[config.mk]
export PLATFORM = sky130hd
export DESIGN_NAME = jump_decoder_multi_flat
export DESIGN_NICKNAME = d
export VERILOG_FILES = /design/src/rtl/jump_decoder_multi_if.sv /design/src/rtl/jump_decoder_multi.sv /design/src/flat_wrapper.sv
export SDC_FILE = /design/constraint.sdc
export NUM_CORES = 1
export LEC_CHECK = 0
export ABC_CLOCK_PERIOD_IN_PS = 10400
export BUFFER_PORTS_ARGS = -buffer_cell sky130_fd_sc_hd__buf_2
export CORE_ASPECT_RATIO = 1.4
export CORE_MARGIN = 3
export CORE_UTILIZATION = 45
export DETAILED_ROUTE_END_ITERATION = 16
export HOLD_SLACK_MARGIN = 0.12
export PLACE_DENSITY = 0.88
export SLEW_MARGIN = 0
export SYNTH_ARGS = -nofsm -noshare
export SYNTH_HDL_FRONTEND = slang
export SYNTH_SLANG_ARGS = --single-unit
[constraint.sdc]
create_clock -name clk -period 10.4 [get_ports clk]
set_input_delay 2.08 -clock clk [delete_from_list [all_inputs] [get_ports clk]]
set_output_delay 2.08 -clock clk [all_outputs]
set_load 0.005 [all_outputs]
[src/rtl/jump_decoder_multi_if.sv]
// ============================================================================
// jump_decoder_multi_if : fetch-side bundle and decode-result bus for jump_decoder_multi
// Rev 1.0
// ============================================================================
`default_nettype none

interface jump_decoder_multi_if #(
  parameter int LANES     = 2,
  parameter int RAS_DEPTH = 8
);
  localparam int CW = $clog2(RAS_DEPTH + 1);

  logic                  mode64;
  logic                  stall;
  logic                  flush;
  logic [LANES-1:0]      in_valid;
  logic [32*LANES-1:0]   instr;
  logic                  in_ready;
  logic [LANES-1:0]      out_valid;
  logic [LANES-1:0]      isJump;
  logic [5*LANES-1:0]    jumpType;
  logic [LANES-1:0]      jumpIndir;
  logic [LANES-1:0]      isIPRel;
  logic [64*LANES-1:0]   constant;
  logic [LANES-1:0]      pushCallStack;
  logic [LANES-1:0]      popCallStack;
  logic [CW-1:0]         ras_occ;
  logic                  ras_ovf;
  logic                  ras_unf;
`ifdef JUMP_DEC_ERR_EN
  logic [LANES-1:0]      dec_error;
`endif

  modport master (
    output mode64, stall, flush, in_valid, instr,
    input  in_ready, out_valid, isJump, jumpType, jumpIndir, isIPRel, constant,
           pushCallStack, popCallStack, ras_occ, ras_ovf, ras_unf
`ifdef JUMP_DEC_ERR_EN
           , dec_error
`endif
  );

  modport slave (
    input  mode64, stall, flush, in_valid, instr,
    output in_ready, out_valid, isJump, jumpType, jumpIndir, isIPRel, constant,
           pushCallStack, popCallStack, ras_occ, ras_ovf, ras_unf
`ifdef JUMP_DEC_ERR_EN
           , dec_error
`endif
  );
endinterface

`default_nettype wire

[src/rtl/jump_decoder_multi.sv]
// ============================================================================
// jump_decoder_multi : registered multi-lane RV jump/branch decoder with
// speculative return-stack occupancy. Optional macro JUMP_DEC_ERR_EN adds dec_error.
// Rev 1.0
// ============================================================================
`default_nettype none

module jump_decoder_multi #(
  parameter int LANES     = 2,
  parameter int RAS_DEPTH = 8
) (
  input  logic                clk,
  input  logic                rst,
  jump_decoder_multi_if.slave bus
);
  localparam int            CW        = $clog2(RAS_DEPTH + 1);
  localparam logic [4:0]    JT_UNCOND = 5'b10000;
  localparam logic [CW-1:0] OCC_MAX   = CW'(RAS_DEPTH);
  localparam logic [6:0]    OP_JAL    = 7'b1101111;
  localparam logic [6:0]    OP_JALR   = 7'b1100111;
  localparam logic [6:0]    OP_BR     = 7'b1100011;

  typedef struct packed {
    logic        is_jump;
    logic [4:0]  jtype;
    logic        indir;
    logic        iprel;
    logic [63:0] konst;
    logic        push;
    logic        pop;
`ifdef JUMP_DEC_ERR_EN
    logic        err;
`endif
  } dec_t;

  localparam dec_t DEC_IDLE = '{jtype: JT_UNCOND, default: '0};

  function automatic logic is_link(input logic [4:0] r);
    return (r == 5'd1) || (r == 5'd5);
  endfunction

  function automatic dec_t decode(input logic [31:0] ins, input logic vld, input logic m64);
    dec_t       d;
    logic [2:0] f3;
    logic [4:0] rd;
    logic [4:0] rs1;
    logic       is_jal;
    logic       is_jalr;
    logic       is_br;
    logic [31:0] imm;
    d       = DEC_IDLE;
    f3      = ins[14:12];
    rd      = ins[11:7];
    rs1     = ins[19:15];
    is_jal  = vld && (ins[6:0] == OP_JAL);
    is_jalr = vld && (ins[6:0] == OP_JALR) && (f3 == 3'b000);
    // funct3 010/011 are unassigned branch encodings
    is_br   = vld && (ins[6:0] == OP_BR) && (f3[2:1] != 2'b01);
    imm     = '0;
    if (is_jal) begin
      imm = {{11{ins[31]}}, ins[31], ins[19:12], ins[20], ins[30:21], 1'b0};
    end else if (is_jalr) begin
      imm = {{20{ins[31]}}, ins[31:20]};
    end else if (is_br) begin
      imm     = {{19{ins[31]}}, ins[31], ins[7], ins[30:25], ins[11:8], 1'b0};
      d.jtype = {2'b00, f3};
    end
    d.is_jump = is_jal || is_jalr || is_br;
    d.indir   = is_jalr;
    d.iprel   = is_jal || is_br;
    d.konst   = {(m64 ? {32{imm[31]}} : 32'h0), imm};
    d.push    = (is_jal || is_jalr) && is_link(rd);
    d.pop     = is_jalr && is_link(rs1) && (!is_link(rd) || (rd != rs1));
`ifdef JUMP_DEC_ERR_EN
    d.err     = vld && (((ins[6:0] == OP_BR) && (f3[2:1] == 2'b01)) ||
                        ((ins[6:0] == OP_JALR) && (f3 != 3'b000)));
`endif
    return d;
  endfunction

  dec_t             dec    [LANES];
  dec_t             lane_q [LANES];
  logic [LANES-1:0] lane_vld;
  logic [CW-1:0]    occ_q;
  logic [CW-1:0]    occ_n;
  logic             ovf_q;
  logic             ovf_n;
  logic             unf_q;
  logic             unf_n;

  // A flush presents every lane as invalid, so the registers load idle lanes
  assign lane_vld = bus.in_valid & ~{LANES{bus.flush}};

  always_comb begin
    for (int i = 0; i < LANES; i++) begin
      dec[i] = decode(bus.instr[32*i +: 32], lane_vld[i], bus.mode64);
    end
  end

  always_comb begin
    occ_n = occ_q;
    ovf_n = ovf_q;
    unf_n = unf_q;
    for (int i = 0; i < LANES; i++) begin
      if (dec[i].pop) begin
        if (occ_n == '0) unf_n = 1'b1;
        else             occ_n = occ_n - CW'(1);
      end
      if (dec[i].push) begin
        if (occ_n == OCC_MAX) ovf_n = 1'b1;
        else                  occ_n = occ_n + CW'(1);
      end
    end
  end

  always_ff @(posedge clk or negedge rst) begin
    if (!rst) begin
      for (int i = 0; i < LANES; i++) lane_q[i] <= DEC_IDLE;
      occ_q <= '0;
      ovf_q <= 1'b0;
      unf_q <= 1'b0;
    end else if (bus.flush || !bus.stall) begin
      for (int i = 0; i < LANES; i++) lane_q[i] <= dec[i];
      occ_q <= bus.flush ? '0 : occ_n;
      ovf_q <= ovf_n;
      unf_q <= unf_n;
    end
  end

  logic [LANES-1:0] valid_q;

  always_ff @(posedge clk or negedge rst) begin
    if (!rst) begin
      valid_q <= '0;
    end else if (bus.flush || !bus.stall) begin
      valid_q <= lane_vld;
    end
  end

  assign bus.in_ready  = ~bus.stall;
  assign bus.out_valid = valid_q;
  assign bus.ras_occ   = occ_q;
  assign bus.ras_ovf   = ovf_q;
  assign bus.ras_unf   = unf_q;

  always_comb begin
    for (int i = 0; i < LANES; i++) begin
      bus.isJump[i]           = lane_q[i].is_jump;
      bus.jumpType[5*i +: 5]  = lane_q[i].jtype;
      bus.jumpIndir[i]        = lane_q[i].indir;
      bus.isIPRel[i]          = lane_q[i].iprel;
      bus.constant[64*i +: 64] = lane_q[i].konst;
      bus.pushCallStack[i]    = lane_q[i].push;
      bus.popCallStack[i]     = lane_q[i].pop;
`ifdef JUMP_DEC_ERR_EN
      bus.dec_error[i]        = lane_q[i].err;
`endif
    end
  end
endmodule

`default_nettype wire

[src/flat_wrapper.sv]
// flat-port wrapper written by rule: the top's interface ports become plain ports
module jump_decoder_multi_flat 
#(
  parameter int LANES     = 2,
  parameter int RAS_DEPTH = 8
)
  (clk, rst, bus_mode64, bus_stall, bus_flush, bus_in_valid, bus_instr, bus_in_ready, bus_out_valid, bus_isJump, bus_jumpType, bus_jumpIndir, bus_isIPRel, bus_constant, bus_pushCallStack, bus_popCallStack, bus_ras_occ, bus_ras_ovf, bus_ras_unf);
  jump_decoder_multi_if #(.LANES(LANES), .RAS_DEPTH(RAS_DEPTH)) bus_i ();
  input  logic clk;
  input  logic rst;
  input wire logic [$bits(bus_i.mode64)-1:0] bus_mode64;
  input wire logic [$bits(bus_i.stall)-1:0] bus_stall;
  input wire logic [$bits(bus_i.flush)-1:0] bus_flush;
  input wire logic [$bits(bus_i.in_valid)-1:0] bus_in_valid;
  input wire logic [$bits(bus_i.instr)-1:0] bus_instr;
  output wire logic [$bits(bus_i.in_ready)-1:0] bus_in_ready;
  output wire logic [$bits(bus_i.out_valid)-1:0] bus_out_valid;
  output wire logic [$bits(bus_i.isJump)-1:0] bus_isJump;
  output wire logic [$bits(bus_i.jumpType)-1:0] bus_jumpType;
  output wire logic [$bits(bus_i.jumpIndir)-1:0] bus_jumpIndir;
  output wire logic [$bits(bus_i.isIPRel)-1:0] bus_isIPRel;
  output wire logic [$bits(bus_i.constant)-1:0] bus_constant;
  output wire logic [$bits(bus_i.pushCallStack)-1:0] bus_pushCallStack;
  output wire logic [$bits(bus_i.popCallStack)-1:0] bus_popCallStack;
  output wire logic [$bits(bus_i.ras_occ)-1:0] bus_ras_occ;
  output wire logic [$bits(bus_i.ras_ovf)-1:0] bus_ras_ovf;
  output wire logic [$bits(bus_i.ras_unf)-1:0] bus_ras_unf;
  assign bus_i.mode64 = bus_mode64;
  assign bus_i.stall = bus_stall;
  assign bus_i.flush = bus_flush;
  assign bus_i.in_valid = bus_in_valid;
  assign bus_i.instr = bus_instr;
  assign bus_in_ready = bus_i.in_ready;
  assign bus_out_valid = bus_i.out_valid;
  assign bus_isJump = bus_i.isJump;
  assign bus_jumpType = bus_i.jumpType;
  assign bus_jumpIndir = bus_i.jumpIndir;
  assign bus_isIPRel = bus_i.isIPRel;
  assign bus_constant = bus_i.constant;
  assign bus_pushCallStack = bus_i.pushCallStack;
  assign bus_popCallStack = bus_i.popCallStack;
  assign bus_ras_occ = bus_i.ras_occ;
  assign bus_ras_ovf = bus_i.ras_ovf;
  assign bus_ras_unf = bus_i.ras_unf;
  jump_decoder_multi #(.LANES(LANES), .RAS_DEPTH(RAS_DEPTH)) u_core (.clk(clk), .rst(rst), .bus(bus_i));
endmodule
Word level (Yosys, flattened, before mapping) --
Cells that the tools add are included. Widths: inputs -> output; s select.
Cells by class: bitwise gates (word level) 3, multiplexer cells 31, equality and inequality tests 20, add/subtract/negate cells 4, reductions and logical operators 36
Operators with widths (count):
- $mux 32 | 8
- $eq 7x7->1 const B | 6
- $mux 4 | 9
- $mux 5 | 6
- $eq 5x1->1 const B | 4
- $eq 5x3->1 const B | 4
- $logic_and 1x1->1 | 16
- $logic_or 1x1->1 | 13
- $ne 5x5->1 | 2
- $add 4x1->4 const B | 2
- $eq 4x4->1 const B | 2
- $logic_not 4->1 | 2
- $mux 1 | 8
- $sub 4x1->4 const B | 2
- $logic_not 3->1 | 2
- $ne 2x1->1 const B | 2
- $logic_not 1->1 | 3
- $and 2x2->2 | 1
- $not 2->2 | 1
- $not 1->1 | 1
Word-level totals: output and inout port bits 157, bits of input ports 71, register bits after elaboration 156, logic and storage cells 112

Depth between registers and ports, before layout --
Gate-level depths: netlist of the first run.
depth in word-level cells 17, mapped depth 18

Worst setup path after synthesis of the first run --
OpenSTA, ideal clock, no wires.
path kind input-to-reg, start input port bus_instr[13], end register u_core.occ_q[0], in the netlist u_core.bus.ras_occ[0], arrival 4949 ps, cell stages on the path 15, setup slack 5356 ps, setup time 96 ps, path buffers 1, data required time 10304 ps, cells stage by stage nor4_4 o211ai_2 or3_1 nand2_1 and2_1 buf_2 ha_1 inv_1 o311a_4 xnor2_2 inv_1 ha_1 o211ai_2 a21o_1 a311oi_2
On the way: word-level cells in the longest chain between the ends 15, elaborated cells on any way between the ends 20, classes of those cells add/sub (3); eq/ne (2); mux (8); reduce/logical (7)
RTL lines:
- start: declaration | line flat_wrapper.sv:15 | input wire logic [$bits(bus_i.instr)-1:0] bus_instr;
- $logic_not 3->1 * | line jump_decoder_multi.sv:56 | is_jalr = vld && (ins[6:0] == OP_JALR) && (f3 == 3'b000);
- $logic_and 1x1->1 * | line jump_decoder_multi.sv:56
- $logic_and 1x1->1 (2 in a row) | line jump_decoder_multi.sv:73 | d.pop = is_jalr && is_link(rs1) && (!is_link(rd) || (rd != rs1));
- $mux 4 | line jump_decoder_multi.sv:105 | if (dec[i].pop) begin
- $add 4x1->4 or $eq 4x4->1 (tied branches) | line jump_decoder_multi.sv:111, jump_decoder_multi.sv:110
- $mux 4 | line jump_decoder_multi.sv:110 | if (occ_n == OCC_MAX) ovf_n = 1'b1;
- $mux 4 * | line jump_decoder_multi.sv:109 | if (dec[i].push) begin
- $sub 4x1->4 or $logic_not 4->1 (tied branches) | line jump_decoder_multi.sv:107, jump_decoder_multi.sv:106
- $mux 4 | line jump_decoder_multi.sv:106 | if (occ_n == '0) unf_n = 1'b1;
- $mux 4 * | line jump_decoder_multi.sv:105
- $add 4x1->4 or $eq 4x4->1 (tied branches) | line jump_decoder_multi.sv:111, jump_decoder_multi.sv:110
- $mux 4 | line jump_decoder_multi.sv:110
- $mux 4 * | line jump_decoder_multi.sv:109
- $mux 4 * | line jump_decoder_multi.sv:124 | occ_q <= bus.flush ? '0 : occ_n;
- end signal: assignment | line jump_decoder_multi.sv:124
- end: declaration | line jump_decoder_multi.sv:84 | logic [CW-1:0] occ_q;
Every way passes the cells marked *; elsewhere a longest branch is shown, timed or not. A chain may end at the register's enable or synchronous reset.

Worst setup path after layout of the first run --
start input port bus_instr[8], end register u_core.occ_q[0], in the netlist u_core.bus.ras_occ[0]
On the way: word-level cells in the longest chain between the ends 16, elaborated cells on any way between the ends 22, classes of those cells add/sub (3); eq/ne (5); mux (8); reduce/logical (6)
RTL lines:
- $eq 5x1->1 or $eq 5x3->1 (tied branches) | line jump_decoder_multi.sv:39 | return (r == 5'd1) || (r == 5'd5);
- $logic_or 1x1->1 | line jump_decoder_multi.sv:39
- $logic_not 1->1 | line jump_decoder_multi.sv:73
- $logic_or 1x1->1 | line jump_decoder_multi.sv:73
- $logic_and 1x1->1 | line jump_decoder_multi.sv:73
- $mux 4 | line jump_decoder_multi.sv:105
- $add 4x1->4 or $eq 4x4->1 (tied branches) | line jump_decoder_multi.sv:111, jump_decoder_multi.sv:110
- $mux 4 | line jump_decoder_multi.sv:110
- $mux 4 * | line jump_decoder_multi.sv:109
- $sub 4x1->4 or $logic_not 4->1 (tied branches) | line jump_decoder_multi.sv:107, jump_decoder_multi.sv:106
- $mux 4 | line jump_decoder_multi.sv:106
- $mux 4 * | line jump_decoder_multi.sv:105
- $add 4x1->4 or $eq 4x4->1 (tied branches) | line jump_decoder_multi.sv:111, jump_decoder_multi.sv:110
- $mux 4 | line jump_decoder_multi.sv:110
- $mux 4 * | line jump_decoder_multi.sv:109
- $mux 4 * | line jump_decoder_multi.sv:124
Marked as above.

==> impl_metrics.json, run 1 <==
{
  "status": "finished clean",
  "worst_slew_pin_slew_ns": 1.11,
  "p_leak_nw": 2.97,
  "drtPass1Iterations": 5,
  "synth-simple-area-share_pct": 19.9,
  "synth_fa_ha_area_share_pct": 1.14,
  "nets": 700,
  "ctsLongestPathBuffers": 2,
  "cap_violations": 0,
  "required_ns": 10.64,
  "num_vias": 4089,
  "pwr-share-seq_pct": 39.9,
  "seq_area_mm2": 0.00175,
  "drt_iter0_markers": 316,
  "start_util_pct": 46.3,
  "power_switching_w": 0.000159,
  "die_x_um": 89.6,
  "ys.flop_type": "dfrtp_1",
  "r2r-end": "u_core.bus.ras_occ[0]$_DFFE_PN0P_",
  "routed_wl_um": 12100,
  "post-route-period-util_pct": 51.9,
  "synth_xor_area_share_pct": 1.17,
  "place.port_buffers": 225,
  "internal_power_w": 0.000540,
  "gr-total-overflow": 0,
  "syn-instance-count": 493,
  "synth_area_mm2": 0.00440,
  "critPathMaxFanout": 8,
  "synth_area_per_cell_um2": 8.92,
  "arrival_ns": 5.64,
  "synth_area_leaders": "dfrtp_1, buf_4, nand2_1",
  "num_antenna_cells": 0,
  "drc": 0,
  "cts.root.buffer_cell": "clkbuf_16",
  "switching_share_pct": 22.7,
  "combPwrFrac_pct": 9.3,
  "pin_count": 228,
  "viasPerCell": 5.37,
  "critPathLaunchType": "input pin",
  "ys_ff_latch": 70,
  "slew_headroom_pct": 25.9,
  "async_flop_share_pct": 100,
  "synth_compound_area_share_pct": 16.8,
  "tns_ns": 0,
  "cts_sinks": 70,
  "synth.area.mux_share_pct": 3.61,
  "ctsHtreeMaxLevel": 3,
  "cts_tree": "built",
  "period_minus_slack_ns": 5.40,
  "grt_usage_pct": 21.4,
  "pwr_density_cell_mw_per_mm2": 131,
  "nFillCells": 814,
  "cts_buffers": 9,
  "rows": 42,
  "clock_latency_ns": 0.33,
  "hold_class": "flip-flop to flip-flop",
  "clkTransAtPathRegs_ns": 0.06,
  "holdCritStartpoint": "u_core.bus.constant[82]$_DFFE_PN0P_",
  "drive_gt1_share_pct": 42.9,
  "end_kind": "flip-flop",
  "holdPathEnd": "u_core.bus.constant[82]$_DFFE_PN0P_",
  "finalHoldViolCount": 0,
  "grt_antenna_before_repair": 2,
  "synth_top_cell_by_area": "dfrtp_1",
  "hold_depth": 2,
  "cts.repair.resized": 0,
  "skew_ns": 0.00543,
  "grt_pass1_wl_um": 18400,
  "coreArea_mm2": 0.00951,
  "yosysMostFrequentCell": "buf_4",
  "ff2ff_setup_slack_ns": 6.54,
  "yosys.area.top_type_share_pct": 38.7,
  "detail-route-antenna-nets": 0,
  "dp_hpwl_um": 9240,
  "place_congestion": 0.918,
  "fp.dieArea_mm2": 0.0110,
  "synth_edf_count": 0,
  "regToRegStartpoint": "u_core.bus.ras_occ[0]$_DFFE_PN0P_",
  "synth_top_family_by_area": "simple AND/OR/NAND/NOR gates",
  "ir_drop_uv": 143,
  "multi_input_comb_area_mm2": 0.00190,
  "ys_seq_area_share_pct": 39.9,
  "setup_viol": 0,
  "layout-area-overhead-vs-synth_pct": 21.5,
  "synthTopCellsByCount": "buf_4, nand2_1, dfrtp_1",
  "ys_warn_count": 0,
  "die_h_um": 123,
  "postCtsSetupRepairBufs": 0,
  "grt_pass1_vias": 3765,
  "rr_worst_depth": 16,
  "p_total_w": 0.000699,
  "drv_slew": 0,
  "worstSetupPathType": "input pin to flip-flop",
  "clockPowerShare_pct": 50.8,
  "yosysUniqueCellTypes": 66,
  "grt_start_max_net_pins": 82,
  "rsz0062_at_grt": "false",
  "cts_hold_buf": 0,
  "fmax_ghz": 0.185,
  "wl_per_cell_um": 15.9
}
metal layers:
metal	vias to the layer above	track usage (%)	part of all wire (%)	wire length, µm
met5	-	0	0.24	29
met3	47	5.27	8.9	1090
met1	1890	26.0	37	4450
li1	1891	-	-	-
met4	4	8.75	3.0	370
met2	257	35.9	51	6210
metrics by stage:
stage	std cells	worst slack (ns)	util, %	hold slack [ns]	area (µm²)
detailed placement	746	4.72	52.5	0.457	5000
floorplan	494	5.36	-	0.463	4400
global placement	746	4.85	52.5	0.449	5000
finish	762	5.00	56.2	0.474	5350
CTS	762	5.05	56.2	0.469	5350
global route	762	4.71	56.2	0.499	5350
cell type report:
type / instances / area share, %
tap: 132 / 3.09
timing repair buffer: 227 / 21.4
inverter: 10 / 0.702
sequential: 70 / 32.8
clock inverter: 6 / 2.04
clock buffer: 10 / 4.47
multi-input combinational: 307 / 35.5
worst max path at each step:
stage	startpoint	end	slack, ns	cells past startpoint
floorplan	bus_instr[13]	u_core.bus.ras_occ[0]$_DFFE_PN0P_	5.36	15
global placement	bus_instr[8]	u_core.bus.ras_occ[0]$_DFFE_PN0P_	4.85	15
detailed placement	bus_instr[8]	u_core.bus.ras_occ[0]$_DFFE_PN0P_	4.72	15
CTS	bus_instr[8]	u_core.bus.ras_occ[0]$_DFFE_PN0P_	5.05	15
global route	bus_instr[8]	u_core.bus.ras_occ[0]$_DFFE_PN0P_	4.71	15
finish	bus_instr[8]	u_core.bus.ras_occ[0]$_DFFE_PN0P_	5.00	15
power by group through the flow:
stage / Combinational, W / Clock, W / Sequential [W]
final: 0.0000653 / 0.000355 / 0.000279
after global routing: 0.0000718 / 0.000371 / 0.000279
after CTS: 0.0000647 / 0.000359 / 0.000279
after detailed placement: 0.0000642 / 0 / 0.000283
after global placement: 0.0000612 / 0 / 0.000283
after floorplan: 0.0000319 / 0 / 0.000282
state kept, by name (all words and copies together) (netlist names):
register                  flops
u_core.bus.ras_ovf            1
u_core.bus.popCallStack       2
u_core.bus.isIPRel            2
u_core.bus.pushCallStack      2
u_core.bus.isJump             2
u_core.bus.constant          44
u_core.bus.ras_occ            4
u_core.bus.out_valid          2
u_core.bus.jumpIndir          2
u_core.bus.jumpType           8
u_core.bus.ras_unf            1
kinds of logic after synthesis:
group | Yosys count
muxes | 13
xor gates and xnor gates | 5
buffers and inverters | 117
AOI/OAI and AO/OA | 109
other | 1
DFF | 70
adders and majority gates | 4
and+or+nand+nor | 174
critical path, stage by stage:
cell and delay (ns):
buf_2 0.12, nor4b_1 0.49, o2111ai_1 0.41, and3_1 0.31, o21ai_0 0.21, and2_1 0.28
ha_1 0.25, inv_1 0.07, o311a_4 0.40, xnor2_2 0.16, inv_1 0.10, ha_1 0.19
o211ai_2 0.10, a21o_1 0.20, a311oi_2 0.25
layout by cell type, fill, tap and decap left out, types with 3 or more instances in the layout:
cell / synthesis / layout
nand3_1: 11 / 11
a22o_1: 14 / 14
nor4b_1: 3 / 3
nand3b_1: 5 / 5
or3_1: 3 / 3
and4b_1: 3 / 3
mux2_2: 3 / 3
nor3_1: 6 / 6
buf_2: 3 / 224
nand2b_1: 4 / 4
nand4_1: 3 / 3
a21oi_1: 28 / 28
inv_1: 10 / 10
a21o_1: 4 / 4
ha_1: 4 / 4
nand2_1: 75 / 75
a31oi_1: 5 / 5
dfrtp_1: 68 / 68
a221oi_1: 4 / 4
o21ai_0: 30 / 30
clkbuf_16: 0 / 9
and3_1: 4 / 4
mux2i_1: 6 / 6
buf_4: 86 / 3
bufinv_16: 0 / 3
o211ai_1: 5 / 5
nor2_1: 40 / 39
Power figures use the tool's default switching activity.
==> run 2: changes to the inputs <==
--- a/config.mk
+++ b/config.mk
@@ -5,14 +5,14 @@
 export SDC_FILE = /design/constraint.sdc
 export NUM_CORES = 1
 export LEC_CHECK = 0
-export ABC_CLOCK_PERIOD_IN_PS = 10400
+export ABC_CLOCK_PERIOD_IN_PS = 4500
 export BUFFER_PORTS_ARGS = -buffer_cell sky130_fd_sc_hd__buf_2
 export CORE_ASPECT_RATIO = 1.4
 export CORE_MARGIN = 3
-export CORE_UTILIZATION = 45
+export CORE_UTILIZATION = 42
 export DETAILED_ROUTE_END_ITERATION = 16
 export HOLD_SLACK_MARGIN = 0.12
-export PLACE_DENSITY = 0.88
+export PLACE_DENSITY = 0.86
 export SLEW_MARGIN = 0
 export SYNTH_ARGS = -nofsm -noshare
 export SYNTH_HDL_FRONTEND = slang
==> constraint.sdc (replaced) <==
create_clock -name clk -period 4.5 [get_ports clk]
set_input_delay 0.9 -clock clk [delete_from_list [all_inputs] [get_ports clk]]
set_output_delay 0.9 -clock clk [all_outputs]
set_load 0.005 [all_outputs]
==> impl_metrics.json, run 2 (synthesis results as in run 1) <==
{
  "clock_latency_ns": 0.34,
  "num_antenna_cells": 0,
  "pwr_density_cell_mw_per_mm2": 280,
  "start_util_pct": 43.7,
  "cap_violations": 0,
  "ir_drop_uv": 185,
  "tns_ns": 0,
  "nets": 705,
  "status": "finished clean",
  "clockPowerShare_pct": 46.6,
  "clkTransAtPathRegs_ns": 0.05,
  "finalHoldViolCount": 0,
  "pre_cts_ws_ns": 0.163,
  "ctsLongestPathBuffers": 2,
  "path_cells": "buf_2 -> nor4b_1 -> o2111ai_1 -> buf_4 -> mux2_2 -> nand2_1 -> and2_1 -> ha_1 -> inv_1 -> o311a_4 -> mux2i_1 -> inv_1 -> ha_1 -> o211ai_2 -> nand3_1 -> a311oi_2",
  "cts.repair.resized": 0,
  "viasPerCell": 5.28,
  "multi_input_comb_area_mm2": 0.00190,
  "end_kind": "flip-flop",
  "dp_hpwl_um": 9620,
  "switching_share_pct": 24.7,
  "crit_buf_inv": 4,
  "cpMaxStageDelayCell": "nor4b_1",
  "r2r-end": "u_core.bus.ras_occ[0]$_DFFE_PN0P_",
  "fp.dieArea_mm2": 0.0118,
  "skew_ns": 0.00111,
  "drive_gt1_share_pct": 43.1,
  "cts_sinks": 70,
  "num_vias": 4069,
  "combPwrFrac_pct": 10.2,
  "cts_tree": "built",
  "fin_cells": 770,
  "required_ns": 4.75,
  "hold_depth": 2,
  "internal_power_w": 0.00112,
  "post-route-period-util_pct": 89.3,
  "setup_viol": 0,
  "power_switching_w": 0.000369,
  "drc": 0,
  "die_x_um": 92.5,
  "nFillCells": 955,
  "layout-area-overhead-vs-synth_pct": 21.2,
  "fmax_ghz": 0.249,
  "grt_antenna_before_repair": 1,
  "drv_slew": 0,
  "routed_wl_um": 12400,
  "hold_class": "flip-flop to flip-flop",
  "grt_pass1_wl_um": 19200,
  "critPathMaxFanout": 7,
  "ff2ff_setup_slack_ns": 0.59,
  "die_h_um": 127,
  "pin_count": 228,
  "grt_usage_pct": 20.6,
  "drt_iter0_markers": 278,
  "worst_slew_pin_slew_ns": 0.886,
  "cts_hold_buf": 0,
  "fin_hold_ws_ns": 0.461,
  "pwr-share-seq_pct": 43.2,
  "arrival_ns": 4.26,
  "slew_headroom_pct": 41.0,
  "period_minus_slack_ns": 4.02,
  "layout_common_cells": "buf_2, nand2_1, dfrtp_1, nor2_1, o21ai_0",
  "slowest_delay_ns": 0.42,
  "worstSetupPathType": "input pin to flip-flop",
  "seq_area_mm2": 0.00175,
  "holdCritStartpoint": "u_core.bus.popCallStack[1]$_DFFE_PN0P_",
  "path_delay_family": "compound AO/OA/AOI/OAI gates",
  "coreArea_mm2": 0.0101,
  "holdPathEnd": "u_core.bus.popCallStack[1]$_DFFE_PN0P_",
  "postCtsSetupRepairBufs": 0,
  "place.port_buffers": 225,
  "detail-route-antenna-nets": 0,
  "grt_start_max_net_pins": 71,
  "rsz0062_at_grt": "false",
  "regToRegStartpoint": "u_core.bus.ras_occ[0]$_DFFE_PN0P_",
  "largest_reg_flops": 44,
  "place_congestion": 0.850,
  "ctsHtreeMaxLevel": 3,
  "setup_slack_ns": 0.483,
  "grt_pass1_vias": 3820,
  "rows": 43,
  "gr-total-overflow": 0,
  "drtPass1Iterations": 4,
  "dp_cells": 754,
  "wl_per_cell_um": 16.1,
  "layout_commonest_cell": "buf_2",
  "cts_buffers": 9,
  "rr_worst_depth": 16,
  "critPathLaunchType": "input pin",
  "p_leak_nw": 2.96,
  "p_total_w": 0.00149,
  "cts.root.buffer_cell": "clkbuf_16"
}
[run 2: cell types whose count changed in the layout (fill, tap and decap cells not counted)]
| cell | delta |
|---|---|
| clkbuf_1 | +1 |
| clkbuf_8 | -1 |
| buf_4 | +5 |
| clkinv_2 | +1 |
| clkinv_4 | +1 |
| bufinv_16 | -2 |
[run 2: cell type report]
cell class                      instances  share of cell area (%)
Clock buffer                           10                    4.30
Clock inverter                          6                    1.17
Inverter                               10                   0.704
Multi-Input combinational cell        307                    35.6
Sequential cell                        70                    32.9
Tap cell                              135                    3.17
Timing Repair Buffer                  232                    22.2
[run 2: through the flow]
| step | cell area [µm²] | util [%] |
|---|---|---|
| floorplan | 4400 | - |
| global route | 5330 | 53.0 |
| detailed placement | 5040 | 50.1 |
| finish | 5330 | 53.0 |
| global placement | 5040 | 50.1 |
| CTS | 5330 | 53.0 |
[run 2: power groups by stage]
stage	Clock (W)	Sequential [W]	Combinational [W]
after floorplan	0	0.000653	0.0000738
after global placement	0	0.000655	0.000148
after detailed placement	0	0.000655	0.000152
after CTS	0.000707	0.000644	0.000152
after global routing	0.000734	0.000645	0.000169
final	0.000695	0.000644	0.000152
[run 2: how the worst max path moves through the flow]
stage               slack [ns]                               from                           endpoint  cells past startpoint
finish                    0.48                       bus_instr[8]  u_core.bus.ras_occ[0]$_DFFE_PN0P_                     16
global placement          0.28                       bus_instr[8]  u_core.bus.ras_occ[0]$_DFFE_PN0P_                     16
CTS                       0.50                       bus_instr[8]  u_core.bus.ras_occ[0]$_DFFE_PN0P_                     16
global route              0.28  u_core.bus.ras_occ[0]$_DFFE_PN0P_  u_core.bus.ras_occ[0]$_DFFE_PN0P_                     16
floorplan                 0.64                      bus_instr[13]  u_core.bus.ras_occ[0]$_DFFE_PN0P_                     15
detailed placement        0.16                       bus_instr[8]  u_core.bus.ras_occ[0]$_DFFE_PN0P_                     16
[run 2: worst register-to-register path, cell delays in order (launching register included)]
cell and delay [ns]:
dfrtp_1 0.54, inv_1 0.19, ha_1 0.33, nand2b_1 0.14, nor2_1 0.10, or3_1 0.40
nand2_1 0.10, and2_1 0.25, ha_1 0.27, inv_1 0.07, o311a_4 0.40, mux2i_1 0.26
inv_1 0.09, ha_1 0.23, o211ai_2 0.09, nand3_1 0.12, a311oi_2 0.24
[run 2: per-layer routing]
metal | part of all wire, % | GRT usage, % | routed length [µm]
met1 | 38 | 24.2 | 4650
met5 | 0.081 | 0 | 10
met4 | 4.0 | 11.6 | 489
met2 | 50 | 34.8 | 6120
met3 | 8.9 | 4.30 | 1100
==> run 3: changes to the inputs <==
--- a/config.mk
+++ b/config.mk
@@ -5,14 +5,14 @@
 export SDC_FILE = /design/constraint.sdc
 export NUM_CORES = 1
 export LEC_CHECK = 0
-export ABC_CLOCK_PERIOD_IN_PS = 4500
+export ABC_CLOCK_PERIOD_IN_PS = 4180
 export BUFFER_PORTS_ARGS = -buffer_cell sky130_fd_sc_hd__buf_2
 export CORE_ASPECT_RATIO = 1.4
 export CORE_MARGIN = 3
-export CORE_UTILIZATION = 42
+export CORE_UTILIZATION = 45
 export DETAILED_ROUTE_END_ITERATION = 16
 export HOLD_SLACK_MARGIN = 0.12
-export PLACE_DENSITY = 0.86
+export PLACE_DENSITY = 0.88
 export SLEW_MARGIN = 0
 export SYNTH_ARGS = -nofsm -noshare
 export SYNTH_HDL_FRONTEND = slang
==> constraint.sdc (replaced) <==
create_clock -name clk -period 4.18 [get_ports clk]
set_input_delay 0.836 -clock clk [delete_from_list [all_inputs] [get_ports clk]]
set_output_delay 0.836 -clock clk [all_outputs]
set_load 0.005 [all_outputs]
==> impl_metrics.json, run 3 (synthesis results as in run 1) <==
{
  "grt_start_max_net_pins": 71,
  "cap_violations": 0,
  "holdCritStartpoint": "u_core.bus.jumpType[6]$_DFFE_PN0P_",
  "final_area_mm2": 0.00544,
  "fin_util_pct": 57.2,
  "setup_slack_ns": 0.356,
  "detail-route-antenna-nets": 0,
  "die_h_um": 123,
  "worstSetupPathType": "input pin to flip-flop",
  "grt_usage_pct": 22.4,
  "fin_cells": 771,
  "layout_common_cells": "buf_2, nand2_1, dfrtp_1, nor2_1, o21ai_0",
  "required_ns": 4.42,
  "ff2ff_setup_slack_ns": 0.36,
  "fmax_ghz": 0.262,
  "layout_commonest_cell": "buf_2",
  "ctsHtreeMaxLevel": 3,
  "pin_count": 228,
  "skew_ns": 0.00100,
  "cts_hold_buf": 0,
  "grt_antenna_before_repair": 2,
  "dp_cells": 754,
  "slew_headroom_pct": 40.7,
  "layout-area-overhead-vs-synth_pct": 23.7,
  "fp.dieArea_mm2": 0.0110,
  "drtPass1Iterations": 5,
  "regToRegStartpoint": "u_core.bus.ras_occ[0]$_DFFE_PN0P_",
  "rr_worst_depth": 15,
  "end_kind": "flip-flop",
  "drv_slew": 0,
  "clkTransAtPathRegs_ns": 0.05,
  "place.port_buffers": 225,
  "largest_reg_flops": 44,
  "hold_class": "flip-flop to flip-flop",
  "cts_buffers": 9,
  "dp_hpwl_um": 9480,
  "arrival_ns": 4.06,
  "p_leak_nw": 3.01,
  "drt_iter0_markers": 313,
  "routed_wl_um": 12500,
  "critPathLaunchType": "input pin",
  "num_vias": 4191,
  "drc": 0,
  "seq_area_mm2": 0.00175,
  "multi_input_comb_area_mm2": 0.00191,
  "pre_cts_ws_ns": -0.0861,
  "grt_pass1_wl_um": 19100,
  "gr-total-overflow": 0,
  "cts_sinks": 70,
  "finalHoldViolCount": 0,
  "placed_area_mm2": 0.00506,
  "tns_ns": 0,
  "r2r-end": "u_core.bus.ras_occ[0]$_DFFE_PN0P_",
  "place_congestion": 0.931,
  "nFillCells": 804,
  "start_util_pct": 46.3,
  "period_minus_slack_ns": 3.82,
  "nets": 708,
  "cts.root.buffer_cell": "clkbuf_16",
  "viasPerCell": 5.44,
  "die_x_um": 89.6,
  "coreArea_mm2": 0.00951,
  "grt_pass1_vias": 3869,
  "setup_viol": 0,
  "ir_drop_uv": 220,
  "holdPathEnd": "u_core.bus.jumpType[6]$_DFFE_PN0P_",
  "pwr_density_cell_mw_per_mm2": 331,
  "wl_per_cell_um": 16.2,
  "rows": 42,
  "drive_gt1_share_pct": 43.9,
  "status": "finished clean",
  "cts_tree": "built",
  "ctsLongestPathBuffers": 2,
  "post-route-period-util_pct": 91.5,
  "worst_slew_pin_slew_ns": 0.890,
  "hold_depth": 2,
  "critPathMaxFanout": 7,
  "clock_latency_ns": 0.33,
  "rsz0062_at_grt": "false"
}
[run 3: changes by cell type in the layout (fill, tap and decap cells not counted)]
cell        change
buf_4           +3
bufinv_16       +3
clkbuf_1        -1
clkbuf_8        +1
clkinv_2        -2
clkinv_4        -2
clkinvlp_4      +1
diode_2         +1
nor4b_1         -1
nor4b_2         +1
o2111ai_1       -1
o2111ai_2       +1
[run 3: final cells by class]
cell class,count,share of cell area [%]
Clock buffer,10,4.39
Sequential cell,70,32.2
Tap cell,132,3.03
Inverter,10,0.689
Antenna cell,1,0.0460
Clock inverter,6,2.44
Multi-Input combinational cell,307,35.1
Timing Repair Buffer,235,22.1
[run 3: timing repair]
action	in CTS	in global routing
gates resized for setup	0	2
endpoints found under the setup margin	0	1
setup buffers	0	0
[run 3: stage by stage]
stage / total power [W] / hold WS, ns
floorplan: 0.000782 / 0.463
detailed placement: 0.000868 / 0.459
finish: 0.00180 / 0.472
global route: 0.00186 / 0.484
global placement: 0.000861 / 0.451
CTS: 0.00181 / 0.473
[run 3: worst max-delay path: stages]
cell	delay, ns
buf_2	0.10
and4b_1	0.39
nand2_1	0.22
or3_1	0.47
mux2_2	0.31
ha_1	0.23
inv_1	0.07
o311a_4	0.40
xnor2_2	0.16
inv_1	0.11
ha_1	0.21
o211ai_2	0.11
a21o_1	0.20
a311oi_2	0.24
[run 3: layer usage]
| metal | up-vias | GRT usage, % | wire length, µm |
|---|---|---|---|
| met5 | - | 0 | 14 |
| met4 | 2 | 9.87 | 355 |
| met3 | 39 | 6.20 | 1130 |
| met2 | 266 | 37.1 | 6340 |
| met1 | 1966 | 26.8 | 4630 |
| li1 | 1918 | - | - |
[run 3: how the worst max path moves through the flow]
| stage | from | to | slack [ns] |
|---|---|---|---|
| 2_1_floorplan | bus_instr[13] | u_core.bus.ras_occ[0]$_DFFE_PN0P_ | 0.38 |
| 3_3_place_gp | bus_instr[8] | u_core.bus.ras_occ[0]$_DFFE_PN0P_ | 0.01 |
| 3_5_place_dp | bus_instr[8] | u_core.bus.ras_occ[0]$_DFFE_PN0P_ | -0.09 |
| 4_1_cts | bus_instr[8] | u_core.bus.ras_occ[0]$_DFFE_PN0P_ | 0.20 |
| 5_1_grt | u_core.bus.ras_occ[0]$_DFFE_PN0P_ | u_core.bus.ras_occ[0]$_DFFE_PN0P_ | 0.20 |
| 6_report | bus_flush | u_core.bus.ras_occ[0]$_DFFE_PN0P_ | 0.36 |
[run 3: where the power goes]
group	internal (W)	total (W)	leakage [nW]	switching, W
logic	0.0000639	0.000167	1.87	0.000103
registers	0.000686	0.000694	0.962	0.00000803
clock network	0.000658	0.000941	0.179	0.000283
total	0.00141	0.00180	3.01	0.000393
